[src/rtl/rx_dibit_buffer.sv]
// Receive-side frame capture buffer for demapped QPSK dibits.
// Fills a DEPTH x 2 RAM once per start pulse and exposes a 1-cycle registered read port.
module rx_dibit_buffer #(
    parameter int AW        = 10,
    parameter int DEPTH     = 1024,
    parameter int FRAME_LEN = 1024
) (
    input  logic          clk,
    input  logic          rst,
    input  logic          en,
    input  logic          start,
    input  logic [1:0]    data_in,
    input  logic          valid_in,
    input  logic [AW-1:0] rd_addr,
    input  logic          rd_valid,
    output logic [1:0]    rd_data,
    output logic          rd_data_valid,
    output logic [AW:0]   wr_count,
    output logic          busy,
    output logic          full,
    output logic          overflow
);

    typedef enum logic [1:0] {
        S_IDLE,
        S_FILL,
        S_FULL
    } state_t;

    localparam logic [AW:0] LAST_COUNT = (AW+1)'(FRAME_LEN - 1);

    state_t        state_reg;
    logic [AW-1:0] wr_ptr_reg;
    logic          wr_en;
    logic [1:0]    mem [DEPTH];

    // start wins over a coincident dibit, so that dibit is never written
    assign wr_en = en && valid_in && !start && (state_reg == S_FILL);

    always_ff @(posedge clk or posedge rst) begin
        if (rst) begin
            state_reg  <= S_IDLE;
            wr_ptr_reg <= '0;
            wr_count   <= '0;
            busy       <= 1'b0;
            full       <= 1'b0;
            overflow   <= 1'b0;
        end else if (en) begin
            if (start) begin
                state_reg  <= S_FILL;
                wr_ptr_reg <= '0;
                wr_count   <= '0;
                overflow   <= 1'b0;
                busy       <= 1'b1;
                full       <= 1'b0;
            end else begin
                case (state_reg)
                    S_FILL: begin
                        if (valid_in) begin
                            wr_ptr_reg <= wr_ptr_reg + AW'(1);
                            wr_count   <= wr_count + (AW+1)'(1);
                            if (wr_count == LAST_COUNT) begin
                                state_reg <= S_FULL;
                                busy      <= 1'b0;
                                full      <= 1'b1;
                            end
                        end
                    end
                    S_FULL: begin
                        if (valid_in) begin
                            overflow <= 1'b1;
                        end
                    end
                    default: begin
                    end
                endcase
            end
        end
    end

    always_ff @(posedge clk) begin
        if (wr_en) begin
            mem[wr_ptr_reg] <= data_in;
        end
    end

    // Nonblocking read of the array gives read-before-write on address collisions
    always_ff @(posedge clk or posedge rst) begin
        if (rst) begin
            rd_data       <= 2'b00;
            rd_data_valid <= 1'b0;
        end else begin
            rd_data_valid <= en && rd_valid;
            if (en && rd_valid) begin
                rd_data <= mem[rd_addr];
            end
        end
    end

endmodule

[config.mk]
export PLATFORM = sky130hd
export DESIGN_NAME = rx_dibit_buffer
export DESIGN_NICKNAME = d
export VERILOG_FILES = /design/src/rtl/rx_dibit_buffer.sv
export SDC_FILE = /design/constraint.sdc
export NUM_CORES = 2
export LEC_CHECK = 0
export CORE_MARGIN = 2
export CORE_UTILIZATION = 36
export DETAILED_ROUTE_END_ITERATION = 6
export PLACE_DENSITY = 0.58
export SYNTH_ARGS = -nofsm -noshare
export SYNTH_HDL_FRONTEND = slang
export SYNTH_SLANG_ARGS = --single-unit
[constraint.sdc]
create_clock -name clk -period 2.5 [get_ports clk]
set_input_delay 0.5 -clock clk [delete_from_list [all_inputs] [get_ports clk]]
set_output_delay 0.5 -clock clk [all_outputs]
set_load 0.1 [all_outputs]
==> impl_metrics.ini <==
[clocking]
cts_tree = yes
cts_setup_buffers = 0
cts_made_buffers = 213
clockRootBuffer = clkbuf_16
cts_max_level = 4
clk_pin_slew_ns = 0.06
clockBufferDepth = 3
clkLatencyLatePin_ns = 0.86
clkSinkCount = 2075

[layout]
largest_reg_flops = 2048
finish.utilization_pct = 42.7
fin_nets = 5406
drive_gt1_share_pct = 24.5
area_delta_synth_final_pct = 17.9

[routing]
routed-via-count = 48300
final_antenna_net_count = 0
viasPerCell = 5.55
initialDrtViolationCount = 5567
first_pass_iters = 5
routed_wl_mm = 244
routedWlPerCell_um = 28.0
drc = 0

[die]
initial_core_util_pct = 36.2
core.rowCount = 178
die_h_um = 491
die_w_um = 491
dieArea_um2 = 241000
core_area_um2 = 236000
io_pins = 35

[synthesis]
yosysSeqAreaShare_pct = 72.8
synth_flop_cell = edfxtp_1
netlist_instances = 4956
ys_warn_count = 0
syn-num-nets = 4979
ys_types = 76
synth-edff-count = 2048
yosys-top-cells-area = edfxtp_1 (72%), mux4_2 (9.2%), nor2_1 (4.7%)
ys_seq_elements = 2075
avgSynthCellArea_um2 = 17.2
async_flop_share_pct = 1.30
synth_top_area_cell = edfxtp_1
yosysTopAreaCellShare_pct = 72.0
syn_area_um2 = 85400

[sta]
worst_slack_ns = -0.165
slew_headroom_pct = 50.7
timing.fmax_ghz = 0.375
period_minus_slack_ns = 2.66
setup_viol = 2
clock_skew_ns = 0.0248
finalMaxSlewViolations = 0
tightestPinTransition_ns = 0.740
fin_crit_sh_pct = 107
rsz0062_at_grt = true
setup_tns_ns = -0.322
final_hold_viol_count = 0
hold_ws_ns = 0.0786

[power_and_ir_drop]
p_comb_share_pct = 5.5
max-vdd-ir-drop_v = 0.000751
p_int_mw = 57.6
power_frac_seq_pct = 52.1
clock_power_share_pct = 42.5
p_sw_mw = 15.9
power.density_nw_per_um2 = 730
swShare_pct = 21.6
p_total_mw = 73.5
p_leak_nw = 32.1

[placed_design]
dpl.hpwl_mm = 156
portBuffers = 34
gp_congestion = 0.830

[global_route]
grt_pass1_wl_mm = 351
grt_max_degree = 149
grt_antenna_before_repair = 12
grt_pass1_vias = 49200
grt_use_total_pct = 19.9
grt_overflow = 0

[critical_path]
cpMaxStageDelayCell = mux4_1
cp_cell_sequence = buf_12 > buf_4 > buf_4 > mux4_1 > mux2_2 > o221ai_1 > o31ai_1 > o32ai_1 > nand3_1 > o211ai_2 > o211ai_2
endpoint_kind = register
crit_buf_inv = 3
cp.required_ns = 3.24
critPathMaxStageDelay_ns = 0.59
cp_max_fo = 12
cp.arrival_ns = 3.40
start_kind = primary input
path_class = primary input to register
critical-path-top-delay-family = compound AO/OA/AOI/OAI gates

[run_status]
outcome = finished, violations left
violations = setup timing

[flow_run]
maxCapViolCount = 0

[min_path]
hold_path_class = primary input to async pin
==> metrics by stage <==
step / instances / worst slack (ns) / cell area (um^2)
2_1_floorplan: 4956 / -0.218 / 85700
3_3_place_gp: 8316 / -1.54 / 93600
3_5_place_dp: 8316 / -1.54 / 93600
4_1_cts: 8707 / -0.270 / 101000
5_1_grt: 8709 / -0.215 / 101000
6_report: 8710 / -0.165 / 101000
==> timing repair <==
item | in CTS | in global routing
pin swaps | 13 | 11
gates resized for setup | 34 | 27
hold buffers | 2 | 0
endpoints found under the setup margin | 4 | 76
endpoints found under the hold margin | 7 | 0
cloned | 1 | 1
==> worst min-delay path: stages <==
cell	delay, ns
clkdlybuf4s50_1	0.39
inv_1	0.05
buf_4	0.45
==> logic make-up (layout without fill, tap and decap cells) <==
kind of cell | after synthesis | after routing | synth area share (%)
simple gates | 1384 | 1384 | 6.53
flops | 2075 | 2075 | 72.8
mux | 644 | 644 | 13.9
compound gates | 412 | 412 | 3.55
buf+inv | 420 | 1022 | 2.94
xor+xnor | 16 | 16 | 0.164
fa+ha+maj | 5 | 5 | 0.0733
other cells | 0 | 2 | 0
==> path summary, 6_finish.rpt <==
path / end / cells after the start / start / slack (ns)
setup reg to reg: rd_data[0] / 9 / mem[234][0] / -0.15
max in group asynchronous: full / 3 / rst / 2.01
hold reg to reg: wr_count[10] / 1 / wr_count[10] / 0.54
min in group clk: wr_count[0] / 3 / start / 0.39
hold / removal: wr_count[9] / 3 / rst / 0.08
setup / recovery: rd_data[1] / 11 / rd_addr[0] / -0.16
==> cell usage in the layout, fill, tap and decap left out, types with 58 or more instances in the layout <==
cell and n:
mux2i_1 215, nor2_1 1063, mux4_1 58, buf_4 449
mux4_2 357, a21oi_1 73, buf_12 148, edfxtp_1 2048
o221ai_1 70, nand2_1 132, clkbuf_16 217
==> synthesized netlist by cell type, drive strengths merged, types with 40 or more instances <==
cell	count
a22oi	52
mux4	415
mux2i	216
nand2	164
a211oi	40
nor2	1072
a21oi	74
buf	164
edfxtp	2048
o22ai	52
clkbuf	244
o221ai	70
==> area by class of cell <==
cell class / count / area (um^2)
sequential: 2075 / 62200
clock inverter: 125 / 1190
multi-input combinational: 2461 / 21000
antenna: 2 / 5.00
inverter: 11 / 41.3
timing repair buffer: 621 / 6640
clock buffer: 265 / 5610
fill: 21000 / 135000
tap: 3150 / 3940
==> power by group through the flow <==
| stage | clock network [mW] | registers, mW | logic (mW) |
|---|---|---|---|
| 2_1_floorplan | 0 | 39.1 | 1.94 |
| 3_3_place_gp | 0 | 39.0 | 3.95 |
| 3_5_place_dp | 0 | 39.0 | 3.97 |
| 4_1_cts | 31.7 | 38.3 | 4.04 |
| 5_1_grt | 33.0 | 38.2 | 4.26 |
| 6_report | 31.2 | 38.3 | 4.04 |
==> metal layers <==
metal	part of all wire, %	GRT usage (%)	vias up
met3	7.4	3.02	364
li1	-	-	20300
met5	0.016	0	-
met2	48	32.7	1976
met1	42	27.6	25700
met4	2.6	5.48	6
No activity file was read; power rests on OpenSTA's default activity.
